File: config.mk
export PLATFORM = sky130hd
export DESIGN_NAME = ws2812_chain_driver
export DESIGN_NICKNAME = d
export VERILOG_FILES = /design/src/rtl/ws2812_chain_driver.sv
export SDC_FILE = /design/constraint.sdc
export NUM_CORES = 1
export LEC_CHECK = 0
export BUFFER_PORTS_ARGS = -buffer_cell sky130_fd_sc_hd__buf_2
export CAP_MARGIN = 20
export CORE_ASPECT_RATIO = 0.8
export CORE_MARGIN = 2
export CORE_UTILIZATION = 50
export CTS_CLUSTER_DIAMETER = 60
export DETAILED_ROUTE_END_ITERATION = 8
export GPL_TIMING_DRIVEN = 0
export PLACE_DENSITY = 0.67
export REMOVE_ABC_BUFFERS = 1
export SYNTH_ARGS = -nofsm -noshare
export SYNTH_HDL_FRONTEND = slang
export SYNTH_SLANG_ARGS = --single-unit
File: constraint.sdc
create_clock -name clk_i -period 3.65 [get_ports clk_i]
set_clock_uncertainty 0.05 [all_clocks]
set_input_delay 0.1825 -clock clk_i [delete_from_list [all_inputs] [get_ports clk_i]]
set_output_delay 0.1825 -clock clk_i [all_outputs]
set_load 0.01 [all_outputs]
File: src/rtl/ws2812_chain_driver.sv
// -----------------------------------------------------------------------------
// ws2812_chain_driver
//
// WS2812B-family one-wire LED chain driver. Pixels arrive on a valid/ready
// stream into a one-entry holding register. From there they move into a shift
// register and are sent MSB first. Each bit is a high pulse of T0H or T1H
// cycles, padded low to exactly TBIT cycles. A frame is NUM_LEDS pixels
// followed by a TRESET-cycle low latch gap. If the next pixel is missing at a
// pixel boundary, the frame is cut short, the sticky underrun flag is set and
// the latch gap starts at once.
//
// Optional build macro: WS2812_ORDER_GRB_EN
//   defined   : pixel {R,G,B[,W]} is sent as {G,R,B[,W]} (native WS2812B order)
//   undefined : pixel bits are sent unmodified
//
// Ports
//   clk_i         system clock
//   rst_i         synchronous reset, active high
//   pix_data_i    pixel word, sent MSB first
//   pix_valid_i   pix_data_i is valid
//   pix_ready_o   pixel accepted this cycle when pix_valid_i is also high
//   dout_o        registered one-wire serial output
//   busy_o        a frame is in progress, including its latch gap
//   frame_done_o  one-cycle pulse when a latch gap completes
//   underrun_o    sticky: a pixel was missing at a pixel boundary
// -----------------------------------------------------------------------------
module ws2812_chain_driver #(
   parameter int NUM_LEDS     = 8,
   parameter int BITS_PER_LED = 24,
   parameter int T0H          = 20,
   parameter int T1H          = 40,
   parameter int TBIT         = 63,
   parameter int TRESET       = 2750
) (
   input  logic                    clk_i,
   input  logic                    rst_i,
   input  logic [BITS_PER_LED-1:0] pix_data_i,
   input  logic                    pix_valid_i,
   output logic                    pix_ready_o,
   output logic                    dout_o,
   output logic                    busy_o,
   output logic                    frame_done_o,
   output logic                    underrun_o
);

   localparam int TW = $clog2(TBIT + 1);
   localparam int LW = $clog2(TRESET + 1);
   localparam int PW = $clog2(NUM_LEDS + 1);
   localparam int IW = $clog2(BITS_PER_LED);

   // Last cycle index of each bit phase. The low phase pads the bit to TBIT.
   localparam logic [TW-1:0] T0H_END = TW'(T0H - 1);
   localparam logic [TW-1:0] T1H_END = TW'(T1H - 1);
   localparam logic [TW-1:0] T0L_END = TW'(TBIT - T0H - 1);
   localparam logic [TW-1:0] T1L_END = TW'(TBIT - T1H - 1);
   localparam logic [LW-1:0] LAT_END = LW'(TRESET - 1);
   localparam logic [PW-1:0] NUM_PIX = PW'(NUM_LEDS);
   localparam logic [IW-1:0] MSB_IDX = IW'(BITS_PER_LED - 1);

   // Illegal configurations stop elaboration.
   if (!(BITS_PER_LED == 24 || BITS_PER_LED == 32)) begin : g_bad_bpl
      $error("ws2812_chain_driver: BITS_PER_LED must be 24 or 32");
   end
   if (!(T0H > 0 && T0H < T1H && T1H < TBIT)) begin : g_bad_timing
      $error("ws2812_chain_driver: require 0 < T0H < T1H < TBIT");
   end
   if (NUM_LEDS < 1 || NUM_LEDS > 1024) begin : g_bad_leds
      $error("ws2812_chain_driver: NUM_LEDS must be 1..1024");
   end
   if (TRESET < 1) begin : g_bad_reset
      $error("ws2812_chain_driver: TRESET must be >= 1");
   end

   typedef enum logic [1:0] {
      IDLE,
      HIGH,
      LOW,
      LATCH
   } state_e;

   state_e                  state_q, state_d;
   logic [BITS_PER_LED-1:0] hold_q, hold_d;
   logic                    hold_full_q, hold_full_d;
   logic [BITS_PER_LED-1:0] shift_q, shift_d;
   logic [IW-1:0]           bit_idx_q, bit_idx_d;
   logic [TW-1:0]           bit_cnt_q, bit_cnt_d;
   logic [LW-1:0]           lat_cnt_q, lat_cnt_d;
   logic [PW-1:0]           sent_q, sent_d;
   logic [PW-1:0]           acc_q, acc_d;
   logic                    busy_q, busy_d;
   logic                    frame_done_q, frame_done_d;
   logic                    underrun_q, underrun_d;
   logic                    dout_q, dout_d;

   logic                    accept;
   logic [BITS_PER_LED-1:0] load_word;
   logic [TW-1:0]           high_end;
   logic [TW-1:0]           low_end;

`ifdef WS2812_ORDER_GRB_EN
   // Swap the two most significant bytes: {R,G,...} becomes {G,R,...}.
   assign load_word = {hold_q[BITS_PER_LED-9 -: 8],
                       hold_q[BITS_PER_LED-1 -: 8],
                       hold_q[BITS_PER_LED-17:0]};
`else
   assign load_word = hold_q;
`endif

   // Ready only depends on the holding register, the state and the frame
   // pixel budget, so an accept and a load of hold can never coincide.
   assign pix_ready_o = !rst_i && !hold_full_q && (state_q != LATCH) &&
                        (acc_q < NUM_PIX);
   assign accept      = pix_valid_i && pix_ready_o;

   assign high_end = shift_q[BITS_PER_LED-1] ? T1H_END : T0H_END;
   assign low_end  = shift_q[BITS_PER_LED-1] ? T1L_END : T0L_END;

   // NOTE: every next-state signal gets a default first, so no path through
   // the case statement leaves one unassigned and no latch is inferred.
   always_comb begin
      state_d      = state_q;
      hold_d       = hold_q;
      hold_full_d  = hold_full_q;
      shift_d      = shift_q;
      bit_idx_d    = bit_idx_q;
      bit_cnt_d    = bit_cnt_q;
      lat_cnt_d    = lat_cnt_q;
      sent_d       = sent_q;
      acc_d        = acc_q;
      busy_d       = busy_q;
      frame_done_d = 1'b0;
      underrun_d   = underrun_q;
      // dout follows the state one cycle late. The output is then a plain
      // flop, and every phase keeps its exact length.
      dout_d       = (state_q == HIGH);

      if (accept) begin
         hold_d      = pix_data_i;
         hold_full_d = 1'b1;
         acc_d       = acc_q + 1'b1;
      end

      case (state_q)
         IDLE: begin
            if (hold_full_q) begin
               shift_d     = load_word;
               hold_full_d = 1'b0;
               bit_idx_d   = MSB_IDX;
               bit_cnt_d   = '0;
               sent_d      = sent_q + 1'b1;
               busy_d      = 1'b1;
               state_d     = HIGH;
            end
         end

         HIGH: begin
            if (bit_cnt_q == high_end) begin
               bit_cnt_d = '0;
               state_d   = LOW;
            end else begin
               bit_cnt_d = bit_cnt_q + 1'b1;
            end
         end

         LOW: begin
            if (bit_cnt_q == low_end) begin
               bit_cnt_d = '0;
               if (bit_idx_q != '0) begin
                  bit_idx_d = bit_idx_q - 1'b1;
                  shift_d   = shift_q << 1;
                  state_d   = HIGH;
               end else if (sent_q == NUM_PIX) begin
                  lat_cnt_d = '0;
                  state_d   = LATCH;
               end else if (hold_full_q) begin
                  // Gapless reload: the next pixel's first bit starts on the
                  // very next cycle, so the bit period stays TBIT.
                  shift_d     = load_word;
                  hold_full_d = 1'b0;
                  bit_idx_d   = MSB_IDX;
                  sent_d      = sent_q + 1'b1;
                  state_d     = HIGH;
               end else begin
                  // Feeder fell behind: truncate the frame and latch what
                  // was sent.
                  underrun_d = 1'b1;
                  lat_cnt_d  = '0;
                  state_d    = LATCH;
               end
            end else begin
               bit_cnt_d = bit_cnt_q + 1'b1;
            end
         end

         LATCH: begin
            if (lat_cnt_q == LAT_END) begin
               lat_cnt_d    = '0;
               frame_done_d = 1'b1;
               busy_d       = 1'b0;
               sent_d       = '0;
               acc_d        = '0;
               state_d      = IDLE;
            end else begin
               lat_cnt_d = lat_cnt_q + 1'b1;
            end
         end

         default: state_d = IDLE;
      endcase
   end

   // NOTE: state registers use non-blocking assignments, so every flop samples
   // the values from before the edge, whatever order the statements run in.
   always_ff @(posedge clk_i) begin
      if (rst_i) begin
         // The pixel data registers are reset as well. Their contents are
         // never used while hold_full_q is clear, but a known value makes a
         // reset mid-frame easy to inspect.
         state_q      <= IDLE;
         hold_q       <= '0;
         hold_full_q  <= 1'b0;
         shift_q      <= '0;
         bit_idx_q    <= '0;
         bit_cnt_q    <= '0;
         lat_cnt_q    <= '0;
         sent_q       <= '0;
         acc_q        <= '0;
         busy_q       <= 1'b0;
         frame_done_q <= 1'b0;
         underrun_q   <= 1'b0;
         dout_q       <= 1'b0;
      end else begin
         state_q      <= state_d;
         hold_q       <= hold_d;
         hold_full_q  <= hold_full_d;
         shift_q      <= shift_d;
         bit_idx_q    <= bit_idx_d;
         bit_cnt_q    <= bit_cnt_d;
         lat_cnt_q    <= lat_cnt_d;
         sent_q       <= sent_d;
         acc_q        <= acc_d;
         busy_q       <= busy_d;
         frame_done_q <= frame_done_d;
         underrun_q   <= underrun_d;
         dout_q       <= dout_d;
      end
   end

   assign dout_o       = dout_q;
   assign busy_o       = busy_q;
   assign frame_done_o = frame_done_q;
   assign underrun_o   = underrun_q;

endmodule

==> flow_summary.yaml, run 1 <==
outcome:
  status: "finished, final reports clean"
placement:
  place_area_mm2: 0.00416
  dp_hpwl_mm: 5.40
  portBuffers: 31
  place_congestion: 0.785
global_route:
  grt_usage: 0.202
  antenna_found_initial: 0
  grt_pass1_vias: 3131
  overflow: 0
  grt_pass1_wl_mm: 14.6
  grt_max_degree: 52
power:
  power_density_mw_per_mm2: 540
  p_leak_nw: 1.57
  totalPowerFinal_mw: 2.41
  ir_drop_v: 0.000236
clock_network:
  cts_repair_resize_count: 0
  cts_sinks: 86
  cts_htree_levels: 3
  clk_pin_slew_ns: 0.08
  tritoncts: "done"
  cts-buffers-inserted: 9
  clock-root-buffer: "clkbuf_8"
  clk_latency_ns: 0.35
  ctsHoldBuffers: 11
  post_cts_buffers: 0
  clock_path_buffers: 2
flow_run:
  max_cap_viol_count: 0
sta:
  fin_crit_sh: 0.850
  timing.fmax_mhz: 322
  finalCriticalPeriod_ns: 3.10
  drv_slew: 0
  max_slew.worst_pin.slew_ns: 1.08
  setup_viol: 0
  rsz0062_at_grt: "no"
  hold_viol: 0
  relSlewSlack: 0.277
routing:
  dr_total_vias: 3454
  drt-wirelength-per-cell_um: 13.7
  ant_nets: 0
  avgViaCountPerCell: 5.57
  firstDrtPassIters: 4
  drtIter0Drc: 149
  drcViolationCount: 0
  wl_mm: 8.51
synthesis:
  synth_edf_count: 0
  synth_top_cells_by_count: "93 x nand2_1, 86 x dfxtp_1, 48 x nor2_1"
  ys_top_cells_by_area: "dfxtp_1 43%, nand2_1 8.8%, a311oi_1 5.3%, a21oi_1 4.7%, nor2_1 4.5%"
  synthArstFlopShare: 0
  syn_area_mm2: 0.00397
  synth_top_area_cell: "dfxtp_1"
  synth.top_cell.area_share: 0.434
  yosysWarningCount: 0
  yosysUniqueCellTypes: 53
  yosysMostFrequentCell: "nand2_1"
  netlist_instances: 486
  syn_avg_cell_area_um2: 8.17
  ys.flop_type: "dfxtp_1"
  ys_ff_latch: 86
  synth_seq_area_share: 0.434
worst_setup_path:
  crit_end: "bit_idx_q[3]"
  crit_arrival_ns: 3.30
  critPathRequiredTime_ns: 3.85
  r2r-end: "bit_idx_q[3]"
  critPathLaunch: "state_q[0]"
  rr_startpoint: "state_q[0]"
  r2r_slack_ns: 0.55
  ff2ff_path_depth: 7
  cp-end-kind: "register"
  cp_max_fo: 51
  crit_type: "register to register"
  crit_path_start_kind: "register"
finish:
  final_nets: 548
  drive_above_1_share: 0.102
  antennaDiodeCount: 0
  multi_input_area_mm2: 0.00206
  regArea_mm2: 0.00172
  finish.instance_area_mm2: 0.00445
  syn_to_final_growth_pct: 12.2
  fill_cells: 782
floorplan:
  fp.dieH_um: 83.7
  start_util: 0.509
  ioPinCount: 32
  die_w_um: 104
  fp-row-count: 29
  die_area_mm2: 0.00867
  core_area_mm2: 0.00780
hold_path:
  hold_class: "primary input to register"
[where the power goes]
part / total (mW) / leakage [nW] / switching (mW) / internal, mW
Combinational: 0.611 / 0.772 / 0.383 / 0.227
Clock: 0.651 / 0.0927 / 0.336 / 0.315
Sequential: 1.14 / 0.700 / 0.0861 / 1.06
Total: 2.41 / 1.57 / 0.805 / 1.60
[worst min-delay path by stage]
stage | from | cells after the start | slack, ns | end
floorplan | rst_i | 1 | 0.20 | bit_idx_q[4]
global placement | pix_data_i[21] | 3 | 0.37 | hold_q[21]
detailed placement | pix_data_i[14] | 3 | 0.38 | hold_q[14]
CTS | pix_data_i[21] | 3 | 0.001 | hold_q[21]
global route | pix_data_i[20] | 3 | 0.004 | hold_q[20]
finish | pix_data_i[18] | 3 | 0.02 | hold_q[18]
[registers in the layout, summed over array words and instances, names as in the netlist, 2 cells and up]
register   count
acc_q          4
bit_cnt_q      6
bit_idx_q      5
hold_q        24
lat_cnt_q     12
sent_q         4
shift_q       24
state_q        2
[final cells by class]
class / instances / share of cell area
inverters: 13 / 0.0110
clock inverters: 5 / 0.0135
multi-input cells: 354 / 0.462
flip-flops and latches: 86 / 0.387
repair buffers: 44 / 0.0674
clock buffers: 10 / 0.0287
well taps: 108 / 0.0303
[layer usage]
metal / vias to the layer above / GRT usage / part of all wire
met3: 6 / 0.0500 / 0.035
met2: 55 / 0.317 / 0.45
li1: 1781 / - / -
met4: 0 / 0.0516 / 0.0094
met5: - / 0 / 0
met1: 1612 / 0.282 / 0.50
[through the flow]
step / instances / TNS [ns] / hold WS [ns] / worst slack [ns] / util
finish: 620 / 0 / 0.0153 / 0.549 / 0.571
detailed placement: 594 / 0 / 0.378 / 0.580 / 0.533
global placement: 592 / -7.22 / 0.372 / -0.418 / 0.528
CTS: 620 / 0 / 0.00129 / 0.573 / 0.571
global route: 620 / 0 / 0.00351 / 0.296 / 0.571
floorplan: 453 / 0 / 0.202 / 0.396 / -
[logic make-up after synthesis]
logic type	share of synthesized area
AO/OA/AOI/OAI	0.199
XOR/XNOR	0.0154
adder cells (fa/ha/maj)	0.0410
buffers and inverters	0.0479
flip-flops	0.434
AND/OR/NAND/NOR	0.263
[worst max-delay path, stage by stage (launching register included)]
cell	delay (ns)
dfxtp_1	0.39
inv_1	0.13
ha_1	0.56
nor4bb_1	0.35
a22o_1	0.30
a22o_2	0.78
a21boi_0	0.19
o211a_1	0.25
[cell usage in the layout (no fill, tap or decap), types with 5 or more instances in the layout]
cell           instances
dlygate4sd3_1         11
dfxtp_1               86
nand2_1               93
clkbuf_8               9
xor2_1                 5
nor2_1                48
a31oi_1                5
o21ai_0               12
a311oi_1              24
ha_1                  13
buf_2                 31
nand3_1               33
a21oi_1               37
inv_1                 13
Power figures use the tool's default switching activity.
==> run 2, diff against run 1 <==
Clock period 3.65 ns to 3.15 ns, I/O delays scaled along.
==> run 2 against run 1 <==
Clock power rose by 16%. Final cell count rose by 1.9%. Largest power group unchanged. Register-to-register slack worse by 0.16 ns. Sequential share of layout area decreased by 1.1 points. First-iteration DRC count increased by 6.0%. Setup slack lost 0.16 ns. Non-clock buffer count rose by 12.
==> flow_summary.yaml, run 2 (same netlist as run 1, synthesis figures left out) <==
outcome:
  status: "finished, final reports clean"
global_route:
  grt_pass1_vias: 3186
  grt_max_degree: 52
  antenna_found_initial: 0
  grt_usage: 0.205
  grt_pass1_wl_mm: 14.8
  overflow: 0
hold_path:
  hold_path_end: "hold_q[1]"
  min-delay-start: "pix_data_i[1]"
  hold_class: "primary input to register"
  whs_path_depth: 3
power:
  ir_drop_v: 0.000275
  seq_power_share: 0.472
  p_switching_uw: 941
  p_leak_nw: 1.62
  p_int_mw: 1.87
  switching_share: 0.335
  power_density_mw_per_mm2: 613
  p_clk_frac: 0.269
  p_comb_frac: 0.259
worst_setup_path:
  rr_startpoint: "state_q[0]"
  crit_arrival_ns: 2.96
  ff2ff_path_depth: 7
  critPathRequiredTime_ns: 3.35
  cp_top_family: "compound AO/OA/AOI/OAI gates"
  cp-end-kind: "register"
  crit_slowest_cell: "ha_1"
  cp_cell_sequence: "inv_1 > ha_1 > nor4bb_1 > a22o_1 > a22o_4 > a21boi_0 > o211a_1"
  r2r_slack_ns: 0.38
  cp_max_fo: 51
  cp_slowest_stage_delay_ns: 0.57
  crit_path_start_kind: "register"
  crit_buf_inv: 1
  crit_type: "register to register"
  r2r-end: "bit_idx_q[3]"
sta:
  setup_viol: 0
  timing.fmax_mhz: 362
  rsz0062_at_grt: "no"
  finalCriticalPeriod_ns: 2.77
  hold_viol: 0
  fin_crit_sh: 0.878
  drv_slew: 0
  relSlewSlack: 0.262
  max_slew.worst_pin.slew_ns: 1.11
  worst_slack_ns: 0.384
  whs_ns: 0.0140
routing:
  drcViolationCount: 0
  ant_nets: 0
  drtIter0Drc: 158
  firstDrtPassIters: 5
  dr_total_vias: 3510
  avgViaCountPerCell: 5.55
  drt-wirelength-per-cell_um: 13.6
  wl_mm: 8.58
finish:
  stdcell_count: 632
  final_core_util: 0.587
  antennaDiodeCount: 0
  most-common-layout-cells: "92 x nand2_1, 86 x dfxtp_1, 48 x nor2_1"
  reg.largest.list: "hold_q x24, shift_q x24, lat_cnt_q x12"
  final_common_cell: "nand2_1"
  final_nets: 560
  drive_above_1_share: 0.101
  syn_to_final_growth_pct: 15.4
clock_network:
  clock-root-buffer: "clkbuf_8"
  cts-buffers-inserted: 9
  clk_pin_slew_ns: 0.08
  cts_sinks: 86
  tritoncts: "done"
  cts_htree_levels: 3
  post_cts_buffers: 0
  clk_latency_ns: 0.35
  clock_path_buffers: 2
floorplan:
  fp.dieH_um: 83.7
  start_util: 0.509
  die_area_mm2: 0.00867
  ioPinCount: 32
  die_w_um: 104
  fp-row-count: 29
  core_area_mm2: 0.00780
placement:
  dp.cells: 594
  dpl_worst_slack_ns: 0.0799
  place_congestion: 0.785
  dp_hpwl_mm: 5.40
  portBuffers: 31
flow_run:
  max_cap_viol_count: 0
==> run 2: cell types whose count changed in the layout (fill, tap and decap cells not counted) <==
cell	delta
dlygate4sd3_1	+12
a22o_2	-1
a22o_4	+1
nand2_1	-1
nand2_2	+1
==> run 2: metrics by stage <==
step	TNS [ns]	power, mW	cell area (um^2)
floorplan	-0.120	1.84	3830
global placement	-21.22	2.02	4120
detailed placement	0	2.05	4160
CTS	0	2.83	4570
global route	0	3.00	4580
finish	0	2.81	4580
==> run 2: layout make-up <==
cell class | count | area [um^2]
sequential | 86 | 1720
inverter | 13 | 48.8
multi-input combinational | 354 | 2070
tap | 108 | 135
timing repair buffer | 56 | 420
clock inverter | 5 | 60.1
fill | 770 | 3220
clock buffer | 10 | 128
==> run 2: worst max path at each step <==
stage | from | endpoint | slack [ns] | depth (start not counted)
after floorplan | state_q[0] | bit_idx_q[3] | -0.10 | 7
after global placement | state_q[0] | bit_idx_q[3] | -0.92 | 7
after detailed placement | state_q[0] | bit_idx_q[3] | 0.08 | 7
after CTS | state_q[0] | bit_idx_q[3] | 0.07 | 7
after global routing | state_q[0] | lat_cnt_q[11] | 0.09 | 7
final | state_q[0] | bit_idx_q[3] | 0.38 | 7
==> run 2: routing by layer <==
layer / global-route usage / vias to the layer above / share of wire
li1: - / 1803 / -
met3: 0.0492 / 10 / 0.035
met5: 0 / - / 0
met4: 0.0516 / 0 / 0.012
met2: 0.321 / 63 / 0.45
met1: 0.286 / 1634 / 0.50
==> run 2: what timing repair did <==
item                                   in CTS  in global routing
hold buffers                               23                  0
resized for setup                           0                  2
setup endpoints to repair                   0                 27
endpoints found under the hold margin      23                  0
==> run 2: worst min-delay path, delay by kind of cell <==
family / cells / cell delay, ns
buffers and inverters: 1 / 0.10
AND/OR/NAND/NOR: 1 / 0.06
AO/OA/AOI/OAI: 1 / 0.05
==> run 2: power groups by stage <==
| stage | clock network [mW] | logic (mW) | registers, mW |
|---|---|---|---|
| after floorplan | 0 | 0.514 | 1.33 |
| after global placement | 0 | 0.676 | 1.34 |
| after detailed placement | 0 | 0.697 | 1.35 |
| after CTS | 0.782 | 0.722 | 1.33 |
| after global routing | 0.825 | 0.825 | 1.35 |
| final | 0.755 | 0.726 | 1.33 |
